`src/rtl/alu_exec_stage_if.sv`:
```
// Handshake and data bundle for the ALU execute stage: upstream operation in, head result out.
interface alu_exec_stage_if #(
  parameter int W = 32
);
  logic         in_valid;
  logic         in_ready;
  logic [2:0]   alu_ctl;
  logic [W-1:0] a;
  logic [W-1:0] b;
  logic [4:0]   rd_in;
  logic         flush;
  logic         out_valid;
  logic         out_ready;
  logic [W-1:0] result;
  logic         zero;
  logic         ovf;
  logic         illegal;
  logic [4:0]   rd_out;

  modport master (
    output in_valid, alu_ctl, a, b, rd_in, flush, out_ready,
    input  in_ready, out_valid, result, zero, ovf, illegal, rd_out
  );

  modport slave (
    input  in_valid, alu_ctl, a, b, rd_in, flush, out_ready,
    output in_ready, out_valid, result, zero, ovf, illegal, rd_out
  );
endinterface

```
`src/rtl/alu_exec_stage.sv`:
```
// ALU execute stage with a 2-entry in-order result buffer and registered head outputs.
// Optional feature: define ALU_EXEC_OVF_EN to flag signed overflow on ADD/SUB.
module alu_exec_stage #(
  parameter int W = 32
) (
  input  logic             clk,
  input  logic             rst,
  alu_exec_stage_if.slave  bus
);

  // Entry layout: {result, zero, ovf, illegal, rd}
  localparam int EW = W + 8;

  logic [EW-1:0] mem_r [2];
  logic [EW-1:0] mem_nxt_s [2];
  logic [1:0]    count_r;
  logic [1:0]    count_nxt_s;
  logic          wr_ptr_r;
  logic          wr_nxt_s;
  logic          rd_ptr_r;
  logic          rd_nxt_s;
  logic          in_ready_r;
  logic          out_valid_r;
  logic [EW-1:0] head_r;
  logic [EW-1:0] head_nxt_s;
  logic [EW-1:0] entry_s;
  logic          push_s;
  logic          pop_s;

  function automatic logic [EW-1:0] alu_entry(
    input logic [2:0]   ctl,
    input logic [W-1:0] x,
    input logic [W-1:0] y,
    input logic [4:0]   rd
  );
    logic [W-1:0] res;
    logic [W-1:0] sum;
    logic [W-1:0] diff;
    logic         ovf;
    logic         ill;
    sum  = x + y;
    diff = x - y;
    res  = {W{1'b0}};
    ovf  = 1'b0;
    ill  = 1'b0;
    case (ctl)
      3'd0: res = x & y;
      3'd1: res = x | y;
      3'd2: begin
        res = sum;
`ifdef ALU_EXEC_OVF_EN
        ovf = (x[W-1] == y[W-1]) && (sum[W-1] != x[W-1]);
`endif
      end
      3'd3: begin
        res = diff;
`ifdef ALU_EXEC_OVF_EN
        ovf = (x[W-1] != y[W-1]) && (diff[W-1] != x[W-1]);
`endif
      end
      3'd4: res = {{(W-1){1'b0}}, ($signed(x) < $signed(y))};
      default: begin
        res = {W{1'b0}};
        ill = 1'b1;
      end
    endcase
    return {res, (res == {W{1'b0}}), ovf, ill, rd};
  endfunction

  assign entry_s = alu_entry(bus.alu_ctl, bus.a, bus.b, bus.rd_in);
  assign push_s  = bus.in_valid & in_ready_r & ~bus.flush;
  assign pop_s   = out_valid_r & bus.out_ready & ~bus.flush;

  // Next-state of buffer, pointers and occupancy; the head is precomputed so outputs can be registered
  always_comb begin
    count_nxt_s  = count_r;
    wr_nxt_s     = wr_ptr_r;
    rd_nxt_s     = rd_ptr_r;
    mem_nxt_s[0] = mem_r[0];
    mem_nxt_s[1] = mem_r[1];
    if (bus.flush) begin
      count_nxt_s = 2'd0;
      wr_nxt_s    = 1'b0;
      rd_nxt_s    = 1'b0;
    end else begin
      if (push_s) begin
        mem_nxt_s[wr_ptr_r] = entry_s;
        wr_nxt_s            = ~wr_ptr_r;
      end else begin
        wr_nxt_s = wr_ptr_r;
      end
      if (pop_s) begin
        rd_nxt_s = ~rd_ptr_r;
      end else begin
        rd_nxt_s = rd_ptr_r;
      end
      case ({push_s, pop_s})
        2'b10:   count_nxt_s = count_r + 2'd1;
        2'b01:   count_nxt_s = count_r - 2'd1;
        default: count_nxt_s = count_r;
      endcase
    end
    head_nxt_s = (count_nxt_s != 2'd0) ? mem_nxt_s[rd_nxt_s] : {EW{1'b0}};
  end

  // State and registered output update; reset wins over flush, push and pop
  always_ff @(posedge clk) begin
    if (rst) begin
      mem_r[0]    <= {EW{1'b0}};
      mem_r[1]    <= {EW{1'b0}};
      count_r     <= 2'd0;
      wr_ptr_r    <= 1'b0;
      rd_ptr_r    <= 1'b0;
      in_ready_r  <= 1'b1;
      out_valid_r <= 1'b0;
      head_r      <= {EW{1'b0}};
    end else begin
      mem_r[0]    <= mem_nxt_s[0];
      mem_r[1]    <= mem_nxt_s[1];
      count_r     <= count_nxt_s;
      wr_ptr_r    <= wr_nxt_s;
      rd_ptr_r    <= rd_nxt_s;
      in_ready_r  <= (count_nxt_s < 2'd2);
      out_valid_r <= (count_nxt_s != 2'd0);
      head_r      <= head_nxt_s;
    end
  end

  assign bus.in_ready  = in_ready_r;
  assign bus.out_valid = out_valid_r;
  assign bus.result    = head_r[EW-1:8];
  assign bus.zero      = head_r[7];
  assign bus.ovf       = head_r[6];
  assign bus.illegal   = head_r[5];
  assign bus.rd_out    = head_r[4:0];

endmodule

```
`src/flat_wrapper.sv`:
```
// flat-port wrapper written by rule: the top's interface ports become plain ports
module alu_exec_stage_flat 
#(
  parameter int W = 32
)
  (clk, rst, bus_in_valid, bus_alu_ctl, bus_a, bus_b, bus_rd_in, bus_flush, bus_out_ready, bus_in_ready, bus_out_valid, bus_result, bus_zero, bus_ovf, bus_illegal, bus_rd_out);
  alu_exec_stage_if #(.W(W)) bus_i ();
  input  logic clk;
  input  logic rst;
  input wire logic [$bits(bus_i.in_valid)-1:0] bus_in_valid;
  input wire logic [$bits(bus_i.alu_ctl)-1:0] bus_alu_ctl;
  input wire logic [$bits(bus_i.a)-1:0] bus_a;
  input wire logic [$bits(bus_i.b)-1:0] bus_b;
  input wire logic [$bits(bus_i.rd_in)-1:0] bus_rd_in;
  input wire logic [$bits(bus_i.flush)-1:0] bus_flush;
  input wire logic [$bits(bus_i.out_ready)-1:0] bus_out_ready;
  output wire logic [$bits(bus_i.in_ready)-1:0] bus_in_ready;
  output wire logic [$bits(bus_i.out_valid)-1:0] bus_out_valid;
  output wire logic [$bits(bus_i.result)-1:0] bus_result;
  output wire logic [$bits(bus_i.zero)-1:0] bus_zero;
  output wire logic [$bits(bus_i.ovf)-1:0] bus_ovf;
  output wire logic [$bits(bus_i.illegal)-1:0] bus_illegal;
  output wire logic [$bits(bus_i.rd_out)-1:0] bus_rd_out;
  assign bus_i.in_valid = bus_in_valid;
  assign bus_i.alu_ctl = bus_alu_ctl;
  assign bus_i.a = bus_a;
  assign bus_i.b = bus_b;
  assign bus_i.rd_in = bus_rd_in;
  assign bus_i.flush = bus_flush;
  assign bus_i.out_ready = bus_out_ready;
  assign bus_in_ready = bus_i.in_ready;
  assign bus_out_valid = bus_i.out_valid;
  assign bus_result = bus_i.result;
  assign bus_zero = bus_i.zero;
  assign bus_ovf = bus_i.ovf;
  assign bus_illegal = bus_i.illegal;
  assign bus_rd_out = bus_i.rd_out;
  alu_exec_stage #(.W(W)) u_core (.clk(clk), .rst(rst), .bus(bus_i));
endmodule
```
`config.mk`:
```
export PLATFORM = sky130hd
export DESIGN_NAME = alu_exec_stage_flat
export DESIGN_NICKNAME = d
export VERILOG_FILES = /design/src/rtl/alu_exec_stage_if.sv /design/src/rtl/alu_exec_stage.sv /design/src/flat_wrapper.sv
export SDC_FILE = /design/constraint.sdc
export NUM_CORES = 1
export LEC_CHECK = 0
export BUFFER_PORTS_ARGS = -buffer_cell sky130_fd_sc_hd__clkbuf_2
export CAP_MARGIN = 20
export CORE_UTILIZATION = 55
export CTS_CLUSTER_SIZE = 30
export DETAILED_ROUTE_END_ITERATION = 8
export GPL_ROUTABILITY_DRIVEN = 0
export PLACE_DENSITY = 0.76
export SYNTH_ARGS = -nofsm -noshare
export SYNTH_HDL_FRONTEND = slang
export SYNTH_SLANG_ARGS = --single-unit
```
`constraint.sdc`:
```
create_clock -name clk -period 12.3 [get_ports clk]
set_input_delay 2.46 -clock clk [delete_from_list [all_inputs] [get_ports clk]]
set_output_delay 2.46 -clock clk [all_outputs]
set_load 0.02 [all_outputs]
```
==> results.json <==
{
  "outcome": "finished clean",
  "synth_async_sr_flop_share_pct": 0,
  "crit_type": "primary input to flip-flop",
  "min_from": "u_core.mem_r[0][20]",
  "fin_nets": 1597,
  "antenna_cells": 0,
  "cp-startpoint": "bus_b[7]",
  "cp_cell_sequence": "clkbuf_2 -> inv_1 -> ha_1 -> a21oi_1 -> o21ai_0 -> a21oi_1 -> o211a_2 -> o41a_1 -> o2111a_1 -> a311oi_4 -> o2111ai_1 -> nor3_1 -> nand4_1 -> o21ai_0 -> o211a_1",
  "setup_ws_ps": 6060,
  "core-area_sq_um": 17500,
  "drt-pass1-iter-count": 7,
  "fin_area_sq_um": 11200,
  "yosysUniqueCellTypes": 74,
  "routed_wl_microns": 30300,
  "p_sw_mw": 0.420,
  "worst_pin_slew_ps": 1040,
  "grt_max_degree": 85,
  "drcViolationCount": 0,
  "grt_pass1_vias": 9439,
  "viasPerCell": 6.40,
  "overflow": 0,
  "power_density_nw_per_um2": 115,
  "cts_buffers": 17,
  "yosys.area_share.simple_pct": 21.5,
  "ff2ff_setup_slack_ps": 8890,
  "critical_path_arrival_ps": 6600,
  "yosys.area_share.adder_pct": 13.0,
  "cp_slowest_cell": "o21ai_0",
  "syn_inst": 1361,
  "r2r-start": "u_core.bus.in_ready",
  "die_h_microns": 136,
  "cts_tree": "done",
  "routedWlPerCell_microns": 18.3,
  "hold_buffers": 0,
  "start_util_pct": 56.8,
  "drv_cap": 0,
  "grt_usage_pct": 32.7,
  "synth_compound_gate_area_share_pct": 29.2,
  "synth_edf_count": 0,
  "end_kind": "flip-flop",
  "antenna_found_initial": 1,
  "finalSetupViolCount": 0,
  "period_share_pct": 50.7,
  "pwr-share-clk_pct": 40.0,
  "n_fill_cell": 1585,
  "detail-route-antenna-nets": 0,
  "rsz0062_at_grt": "no",
  "period_needed_ps": 6240,
  "row_count": 48,
  "cts_setup_buffers": 0,
  "synth-main-ff-cell": "dfxtp_1",
  "utilization_pct": 63.9,
  "slew_headroom_pct": 30.5,
  "worstPathRequired_ps": 12660,
  "hpwl_microns": 21800,
  "place_ws_ps": 5860,
  "drt-initial-drc-count": 1228,
  "drv_slew": 0,
  "fin_skew_ps": 5.96,
  "p_sw_share_pct": 32.6,
  "synthMuxAreaShare_pct": 1.64,
  "critPathMaxFanout": 11,
  "grt_pass1_wl_microns": 48300,
  "syn_area_sq_um": 9920,
  "areaGrowthSynthToFinish_pct": 12.5,
  "finalSetupTns_ps": 0,
  "clock.fmax_ghz": 0.160,
  "synth-xor-area-share_pct": 1.85,
  "p_leak_nw": 4.75,
  "vias": 10600,
  "p_seq_share_pct": 33.2,
  "yosys_warnings": 0,
  "cts_root_buf": "clkbuf_16",
  "ir_worst_vdd_mv": 0.141,
  "final_hold_viol_count": 0,
  "clk_latency_ps": 420,
  "clockBufferDepth": 2,
  "port_buffers": 118,
  "intPower_mw": 0.868,
  "die_w_microns": 136,
  "clk_pin_slew_worst_paths_ps": 50,
  "synth-seq-area-share_pct": 25.4,
  "htreeDepth": 4,
  "max_stage_delay_ps": 650,
  "placed_area_sq_um": 10500,
  "synth_top_family_by_area": "compound AO/OA/AOI/OAI gates",
  "cts_resized": 0,
  "dieArea_sq_um": 18600,
  "ios": 119,
  "holdWs_ps": 453,
  "start_kind": "primary input",
  "synth_seq_cells": 126,
  "pwr-share-comb_pct": 26.8,
  "holdCritPathClass": "flip-flop to flip-flop",
  "syn_avg_cell_area_sq_um": 7.29,
  "clkSinkCount": 126,
  "synth_fp_nets": 1540,
  "drive_gt1_share_pct": 13.1
}
[Yosys cell counts (23+ instances only)]
| cell type | count | area, sq um |
|---|---|---|
| o21ai_0 | 58 | 290 |
| clkbuf_1 | 83 | 312 |
| nand3_1 | 23 | 115 |
| dfxtp_1 | 126 | 2520 |
| a21oi_1 | 121 | 606 |
| nor2_1 | 176 | 661 |
| ha_1 | 100 | 1250 |
| inv_1 | 99 | 372 |
| o22ai_1 | 27 | 169 |
| nor3_1 | 41 | 205 |
| nand2_1 | 134 | 503 |
| a211oi_1 | 85 | 638 |
[cell usage in the layout (no fill, tap or decap), types with 14 or more instances in the layout]
master | synthesis | routed
nor4_1 | 18 | 18
a211oi_1 | 85 | 85
inv_1 | 99 | 99
o22ai_1 | 27 | 27
nand2_1 | 134 | 134
clkbuf_16 | 0 | 17
nor2_1 | 176 | 174
clkbuf_2 | 0 | 118
ha_1 | 100 | 100
nor3_1 | 41 | 41
mux2i_1 | 14 | 14
nand3_1 | 23 | 23
a21oi_1 | 121 | 121
nor2b_1 | 17 | 17
dfxtp_1 | 126 | 126
o21ai_0 | 58 | 58
buf_4 | 0 | 14
xnor2_1 | 18 | 18
[per-stage QoR]
| step | power [mW] | instances |
|---|---|---|
| final | 1.29 | 1656 |
| after global routing | 1.34 | 1656 |
| after detailed placement | 0.768 | 1624 |
| after global placement | 0.764 | 1624 |
| after CTS | 1.28 | 1656 |
| after floorplan | 0.674 | 1361 |
[critical path, delay by kind of cell]
family,cells,cell delay (ps)
AND/OR/NAND/NOR,2,420
AO/OA/AOI/OAI,10,3080
buffers and inverters,2,170
adder cells (fa/ha/maj),1,460
[cells by family after synthesis]
| family | Yosys count |
|---|---|
| buf+inv | 193 |
| simple gates | 472 |
| xor+xnor | 21 |
| flops | 126 |
| mux | 15 |
| fa+ha+maj | 102 |
| compound gates | 432 |
[flip-flops by register name, summed over array words and instances (netlist names)]
| name | cells |
|---|---|
| u_core.count_r | 2 |
| u_core.head_r | 40 |
| u_core.bus.out_valid | 1 |
| u_core.wr_ptr_r | 1 |
| u_core.mem_r | 80 |
| u_core.rd_ptr_r | 1 |
| u_core.bus.in_ready | 1 |
[final timing paths]
check                   endpoint  cells past startpoint
max             u_core.head_r[7]                     15
min reg2reg  u_core.mem_r[0][20]                      2
min          u_core.mem_r[0][20]                      2
max reg2reg    u_core.head_r[33]                     12
[cell type report]
type / count / area [sq um] / area share [%]
Sequential cell: 126 / 2520 / 22.6
Clock buffer: 19 / 453 / 4.06
Tap cell: 225 / 282 / 2.52
Inverter: 99 / 372 / 3.33
Multi-Input combinational cell: 1042 / 6680 / 59.8
Timing Repair Buffer: 132 / 696 / 6.23
Clock inverter: 13 / 165 / 1.48
[routing by layer]
metal  wire length [microns]  up-vias  track usage, %  share of wire [%]
met4                     904        2            13.2                3.0
met3                    2720       93            5.29                9.0
met5                      13        -               0              0.043
met2                   14000      624            53.1                 46
met1                   12600     4897            42.7                 42
li1                        -     4984               -                  -
[power groups by stage]
stage	Sequential, mW	Combinational, mW	Clock [mW]
6_report	0.427	0.346	0.516
5_1_grt	0.429	0.375	0.535
4_1_cts	0.427	0.335	0.515
3_5_place_dp	0.436	0.332	0
3_3_place_gp	0.435	0.329	0
2_1_floorplan	0.438	0.236	0
(Power assumes the default switching activity.)
